`src/rtl/ysyx_23060096_muldiv.sv`:
```
// RV32M multiply/divide unit: 32-step shift-add multiply and restoring divide on magnitudes.
// Define YSYX_23060096_FAST_MUL_EN to compute the four multiply ops in a single cycle.
module ysyx_23060096_muldiv #(
  parameter int DATA_WIDTH = 32
) (
  input  logic                  clk,
  input  logic                  rstn,
  input  logic                  in_valid,
  output logic                  in_ready,
  input  logic [2:0]            op,
  input  logic [DATA_WIDTH-1:0] busA,
  input  logic [DATA_WIDTH-1:0] busB,
  output logic                  out_valid,
  input  logic                  out_ready,
  output logic [DATA_WIDTH-1:0] result
);

  localparam int W = DATA_WIDTH;

  localparam logic [2:0] OP_MUL    = 3'b000;
  localparam logic [2:0] OP_MULH   = 3'b001;
  localparam logic [2:0] OP_MULHSU = 3'b010;
  localparam logic [2:0] OP_MULHU  = 3'b011;
  localparam logic [2:0] OP_DIV    = 3'b100;
  localparam logic [2:0] OP_DIVU   = 3'b101;
  localparam logic [2:0] OP_REM    = 3'b110;
  localparam logic [2:0] OP_REMU   = 3'b111;

  localparam logic [W-1:0] ZERO_W = {W{1'b0}};
  localparam logic [W-1:0] ONES_W = {W{1'b1}};
  localparam logic [W-1:0] MIN_W  = {1'b1, {(W-1){1'b0}}};

  typedef enum logic [1:0] {
    IDLE = 2'b00,
    BUSY = 2'b01,
    DONE = 2'b10
  } state_t;

  function automatic logic [W-1:0] neg_w(input logic [W-1:0] x);
    return ~x + {{(W-1){1'b0}}, 1'b1};
  endfunction

  function automatic logic [2*W-1:0] neg_d(input logic [2*W-1:0] x);
    return ~x + {{(2*W-1){1'b0}}, 1'b1};
  endfunction

  state_t           state_r;
  logic [4:0]       cnt_r;
  logic [2:0]       op_r;
  logic             neg_r;
  logic [W-1:0]     b_r;
  logic [2*W-1:0]   acc_r;
  logic [W-1:0]     result_r;
  logic             in_ready_r;
  logic             out_valid_r;

  logic             a_signed_s;
  logic             b_signed_s;
  logic             a_neg_s;
  logic             b_neg_s;
  logic             res_neg_s;
  logic [W-1:0]     a_mag_s;
  logic [W-1:0]     b_mag_s;
  logic             div_zero_s;
  logic             div_ovf_s;
  logic             direct_s;
  logic [W-1:0]     direct_res_s;

  logic [W:0]       mul_sum_s;
  logic [2*W-1:0]   mul_next_s;
  logic [W:0]       rem_sh_s;
  logic [W:0]       rem_diff_s;
  logic [2*W-1:0]   div_next_s;
  logic [2*W-1:0]   step_s;
  logic [2*W-1:0]   prod_s;
  logic [W-1:0]     quot_s;
  logic [W-1:0]     rem_s;
  logic [W-1:0]     final_s;

  // Operand signedness per funct3; MUL low half is sign-agnostic so it runs unsigned.
  always_comb begin
    a_signed_s = 1'b0;
    b_signed_s = 1'b0;
    case (op)
      OP_MUL:    begin a_signed_s = 1'b0; b_signed_s = 1'b0; end
      OP_MULH:   begin a_signed_s = 1'b1; b_signed_s = 1'b1; end
      OP_MULHSU: begin a_signed_s = 1'b1; b_signed_s = 1'b0; end
      OP_MULHU:  begin a_signed_s = 1'b0; b_signed_s = 1'b0; end
      OP_DIV:    begin a_signed_s = 1'b1; b_signed_s = 1'b1; end
      OP_DIVU:   begin a_signed_s = 1'b0; b_signed_s = 1'b0; end
      OP_REM:    begin a_signed_s = 1'b1; b_signed_s = 1'b1; end
      OP_REMU:   begin a_signed_s = 1'b0; b_signed_s = 1'b0; end
      default:   begin a_signed_s = 1'b0; b_signed_s = 1'b0; end
    endcase
  end

  // Accept-time magnitudes, result sign and the early-exit cases.
  always_comb begin
    a_neg_s   = a_signed_s & busA[W-1];
    b_neg_s   = b_signed_s & busB[W-1];
    a_mag_s   = a_neg_s ? neg_w(busA) : busA;
    b_mag_s   = b_neg_s ? neg_w(busB) : busB;
    // The remainder follows the dividend; every other result takes the XOR of the signs.
    if (op == OP_REM) begin
      res_neg_s = a_neg_s;
    end else begin
      res_neg_s = a_neg_s ^ b_neg_s;
    end
    div_zero_s = op[2] & (busB == ZERO_W);
    div_ovf_s  = op[2] & ~op[0] & (busA == MIN_W) & (busB == ONES_W);
    if (div_zero_s) begin
      direct_res_s = op[1] ? busA : ONES_W;
    end else if (div_ovf_s) begin
      direct_res_s = op[1] ? ZERO_W : MIN_W;
    end else begin
      direct_res_s = ZERO_W;
    end
    direct_s = div_zero_s | div_ovf_s;
  end

`ifdef YSYX_23060096_FAST_MUL_EN
  logic [2*W-1:0] fast_prod_s;
  logic [2*W-1:0] fast_signed_s;
  logic [W-1:0]   fast_res_s;

  // Single-cycle multiply on magnitudes, selected in place of the early-exit value.
  always_comb begin
    fast_prod_s   = {{W{1'b0}}, a_mag_s} * {{W{1'b0}}, b_mag_s};
    fast_signed_s = res_neg_s ? neg_d(fast_prod_s) : fast_prod_s;
    if (op == OP_MUL) begin
      fast_res_s = fast_signed_s[W-1:0];
    end else begin
      fast_res_s = fast_signed_s[2*W-1:W];
    end
  end

  logic           take_direct_s;
  logic [W-1:0]   take_res_s;

  // Multiplies join the direct IDLE->DONE path.
  always_comb begin
    if (!op[2]) begin
      take_direct_s = 1'b1;
      take_res_s    = fast_res_s;
    end else begin
      take_direct_s = direct_s;
      take_res_s    = direct_res_s;
    end
  end
`else
  logic           take_direct_s;
  logic [W-1:0]   take_res_s;

  // Only the divide corner cases bypass the iterative path.
  always_comb begin
    take_direct_s = direct_s;
    take_res_s    = direct_res_s;
  end
`endif

  // One iteration: acc holds {partial, multiplier} or {remainder, dividend/quotient}.
  always_comb begin
    mul_sum_s  = {1'b0, acc_r[2*W-1:W]} + (acc_r[0] ? {1'b0, b_r} : {(W+1){1'b0}});
    mul_next_s = {mul_sum_s, acc_r[W-1:1]};
    rem_sh_s   = {acc_r[2*W-1:W], acc_r[W-1]};
    rem_diff_s = rem_sh_s - {1'b0, b_r};
    if (rem_sh_s >= {1'b0, b_r}) begin
      div_next_s = {rem_diff_s[W-1:0], acc_r[W-2:0], 1'b1};
    end else begin
      div_next_s = {rem_sh_s[W-1:0], acc_r[W-2:0], 1'b0};
    end
    step_s = op_r[2] ? div_next_s : mul_next_s;
  end

  // Sign fix-up applied to the value produced by the final iteration.
  always_comb begin
    prod_s = neg_r ? neg_d(step_s) : step_s;
    quot_s = neg_r ? neg_w(step_s[W-1:0]) : step_s[W-1:0];
    rem_s  = neg_r ? neg_w(step_s[2*W-1:W]) : step_s[2*W-1:W];
    if (op_r[2]) begin
      final_s = op_r[1] ? rem_s : quot_s;
    end else if (op_r[1:0] == 2'b00) begin
      final_s = prod_s[W-1:0];
    end else begin
      final_s = prod_s[2*W-1:W];
    end
  end

  // Control FSM, datapath registers and registered handshake outputs.
  always_ff @(posedge clk) begin
    if (!rstn) begin
      state_r     <= IDLE;
      cnt_r       <= 5'd0;
      op_r        <= 3'd0;
      neg_r       <= 1'b0;
      b_r         <= ZERO_W;
      acc_r       <= {(2*W){1'b0}};
      result_r    <= ZERO_W;
      in_ready_r  <= 1'b1;
      out_valid_r <= 1'b0;
    end else begin
      case (state_r)
        IDLE: begin
          if (in_valid) begin
            op_r       <= op;
            neg_r      <= res_neg_s;
            cnt_r      <= 5'd0;
            b_r        <= b_mag_s;
            acc_r      <= {ZERO_W, a_mag_s};
            in_ready_r <= 1'b0;
            if (take_direct_s) begin
              state_r     <= DONE;
              result_r    <= take_res_s;
              out_valid_r <= 1'b1;
            end else begin
              state_r     <= BUSY;
            end
          end
        end
        BUSY: begin
          acc_r <= step_s;
          cnt_r <= cnt_r + 5'd1;
          if (cnt_r == 5'd31) begin
            state_r     <= DONE;
            result_r    <= final_s;
            out_valid_r <= 1'b1;
          end
        end
        DONE: begin
          if (out_ready) begin
            state_r     <= IDLE;
            result_r    <= ZERO_W;
            out_valid_r <= 1'b0;
            in_ready_r  <= 1'b1;
          end
        end
        default: begin
          state_r     <= IDLE;
          result_r    <= ZERO_W;
          out_valid_r <= 1'b0;
          in_ready_r  <= 1'b1;
        end
      endcase
    end
  end

  assign in_ready  = in_ready_r;
  assign out_valid = out_valid_r;
  assign result    = result_r;

endmodule

```
`config.mk`:
```
export PLATFORM = sky130hd
export DESIGN_NAME = ysyx_23060096_muldiv
export DESIGN_NICKNAME = d
export VERILOG_FILES = /design/src/rtl/ysyx_23060096_muldiv.sv
export SDC_FILE = /design/constraint.sdc
export NUM_CORES = 1
export LEC_CHECK = 0
export ABC_AREA = 1
export CORE_UTILIZATION = 43
export CTS_CLUSTER_SIZE = 20
export DETAILED_ROUTE_END_ITERATION = 10
export SLEW_MARGIN = 20
export SYNTH_ARGS = -nofsm -noshare
export SYNTH_HDL_FRONTEND = slang
export SYNTH_SLANG_ARGS = --single-unit
export TNS_END_PERCENT = 30
```
`constraint.sdc`:
```
create_clock -name clk -period 4.3 [get_ports clk]
set_input_delay 0.86 -clock clk [delete_from_list [all_inputs] [get_ports clk]]
set_output_delay 0.86 -clock clk [all_outputs]
set_load 0.05 [all_outputs]
```
==> run summary <==
* **outcome** complete, no violations
* **power after layout** 8.48 mW
* **TritonCTS clock tree** yes
* **crit path kind** reg -> reg
* **Die W** 203 um
* **hold path start** result[11]
* **instance area at placement** 20200 um^2
* **power spent charging and discharging nets** 4.54 mW
* **clock buffers created by TritonCTS** 17
* **clock slew at reported path FFs** 0.08 ns
* **Setup Skew** 0.0143 ns
* **top library cells by usage in the layout, fill and taps aside** nand2_1, inv_1, nor2_1
* **PD cells** 407 nW/um^2
* **Relative slew margins** 0.280
* **setup repair after global routing missed its margin** yes
* **Site Rows** 73
* **detailed router's first-iteration violation count** 2815
* **Top Ports** 105
* **netlist area before placement** 17400 um^2
* **final worst-path cycle share** 0.956
* **Mapped Nets** 3324
* **DP HPWL** 68600 um
* **timing-limited maximum frequency** 0.243 GHz
* **# nets final** 3547
* **Worst Path Arrival** 4.53 ns
* **Slew Limit Fails** 0
* **sequential element share of the synthesized area** 0.162
* **Critical Path Most Common Cell** nand2_1
* **H-tree Lvls** 4
* **slack of the critical path** 0.191 ns
* **largest net degree at the start of global routing** 89
* **gpl congestion** 1.10
* **launching element type of the critical path** register
* **capturing element type of the critical path** register
* **Switching Fraction** 0.536
* **leading cell type in the layout, fill and taps excluded** nand2_1
* **share of cells above drive strength 1** 0.120
* **setup tns final** 0 ns
* **Detailed Route WL** 82900 um
* **hold_buf cts** 0
* **launch point of the worst reg-to-reg path** acc_r[59]
* **number of buffers between clock root and the deepest sink** 2
* **actual transition at the worst max-transition pin** 1.08 ns
* **vias in the first global route** 20200
* **number of warnings reported in the yosys synthesis log** 0
* **proportion of power drawn by the clock network** 0.176
* **Antenna Cells** 0
* **remaining design rule violation count** 0
* **fin crit period** 4.11 ns
* **Clock Root Buffer** clkbuf_16
* **number of buffer cells added on primary ports** 104
* **per-cell via count in the routed design** 5.61
* **number of synthesized register bits** 141
* **slowest stage delay, CP** 0.48 ns
* **number of hold-slack violations in the final timing report** 0
* **clock latency of the later-clocked register in the worst-skew pair** 0.47 ns
* **setup slack at placement** -0.0922 ns
* **GRT Util Overall** 0.400
* **Filler cells** 4398
* **P_leak** 10.9 nW
* **total via count in the routed design** 22100
* **share of synthesized registers carrying an async set or reset** 0
* **Core Area** 39800 um^2
* **data required time at the worst endpoint** 4.72 ns
* **global-route wire length before repair** 124000 um
* **maximum VDD drop** 302 uV
* **number of routed nets with antenna violations** 0
* **master of the slowest instance on the critical path** dfxtp_1
* **DIE AREA** 41300 um^2
* **worst hold path class** reg -> reg
* **count of cell types in the netlist** 56
* **Int Power** 3.94 mW
* **Final Core Density** 0.523
* **worst setup path start** acc_r[59]
* **Final Instance Area** 20800 um^2
* **most frequently used flop master after synthesis** dfxtp_1
* **Avg Cell Area, Syn** 5.48 um^2
* **CP max FO** 14
* **floorplan die height** 203 um
* **family with the most delay on the worst path** simple AND/OR/NAND/NOR gates
* **number of buffers and inverters on the critical path** 2
* **synthesized netlist cell count** 3178
* **Num Clock Sinks** 141
* **grt ovf** 0
* **count of maximum capacitance violations** 0
* **number of synthesized flops with an enable pin** 0
* **sequential share of power** 0.189
* **initial core utilization** 0.437
* **post-detailed-route wirelength per cell** 21.0 um
* **Comb power frac** 0.635
* **antenna violations before repair** 1
* **number of search-and-repair iterations in the first detailed-routing pass** 6
* **endpoints failing setup** 0
* **P&R area growth vs syn** 19.7%
[through the flow]
| stage | hold WS [ns] | instances |
|---|---|---|
| CTS | 0.455 | 3938 |
| floorplan | 0.444 | 3178 |
| global placement | 0.435 | 3906 |
| global route | 0.473 | 3939 |
| finish | 0.452 | 3939 |
| detailed placement | 0.440 | 3906 |
[layer usage]
layer	global-route usage	vias up	wire length, um
li1	-	10600	-
met1	0.574	10200	36800
met2	0.581	1112	33600
met3	0.103	116	10100
met4	0.115	2	2350
met5	0	-	13
[cells in the mapped netlist, drive strengths merged (57+ instances only)]
cell type,number,share of area
nand2,1146,0.25
inv,417,0.090
nor2,303,0.074
nand3,275,0.086
o21ai,193,0.057
a21oi,182,0.054
dfxtp,141,0.16
ha,73,0.052
xor2,62,0.031
clkbuf,60,0.013
nand4,60,0.023
buf,57,0.020
[sequential cells by signal, indices dropped and copies added (netlist names)]
signal / count
cnt_r: 5
in_ready: 1
op_r: 3
neg_r: 1
out_valid: 1
b_r: 32
acc_r: 64
state_r: 2
result: 32
[cells by family (layout without fill, tap and decap cells)]
logic type	after synthesis	in the layout	synth area share
buffers and inverters	539	775	0.124
flip-flops	141	141	0.162
multiplexers	4	4	0.00230
AND/OR/NAND/NOR	1863	1863	0.464
AO/OA/AOI/OAI	463	463	0.146
XOR/XNOR	93	93	0.0468
adder cells (fa/ha/maj)	75	75	0.0548
[cell type report]
class | count | area (um^2) | area share
Inverter | 422 | 1580 | 0.0760
Clock inverter | 15 | 130 | 0.00624
Timing Repair Buffer | 321 | 2730 | 0.131
Clock buffer | 17 | 425 | 0.0204
Sequential cell | 141 | 2830 | 0.136
Tap cell | 525 | 657 | 0.0315
Multi-Input combinational cell | 2498 | 12500 | 0.599
[tightest hold or removal path: cells and delay by family, from the launching register on]
kind             cells  cell delay (ns)
flip-flops           1             0.31
AND/OR/NAND/NOR      2             0.11
[final timing paths]
check	end	slack [ns]	cells past startpoint
max	result[31]	0.19	27
min	result[11]	0.45	2
max reg2reg	result[31]	0.19	27
min reg2reg	result[11]	0.45	2
[timing repair]
action / in CTS / in global routing
resized for setup: 0 / 19
setup buffers: 0 / 1
setup endpoints to repair: 0 / 26
[power groups by stage]
| stage | logic [mW] | clock network (mW) | registers (mW) |
|---|---|---|---|
| final | 5.38 | 1.49 | 1.60 |
| after global routing | 5.83 | 1.53 | 1.61 |
| after CTS | 5.19 | 1.50 | 1.59 |
| after detailed placement | 5.17 | 0 | 1.62 |
| after global placement | 5.16 | 0 | 1.62 |
| after floorplan | 3.24 | 0 | 1.65 |
Power figures use the tool's default switching activity.
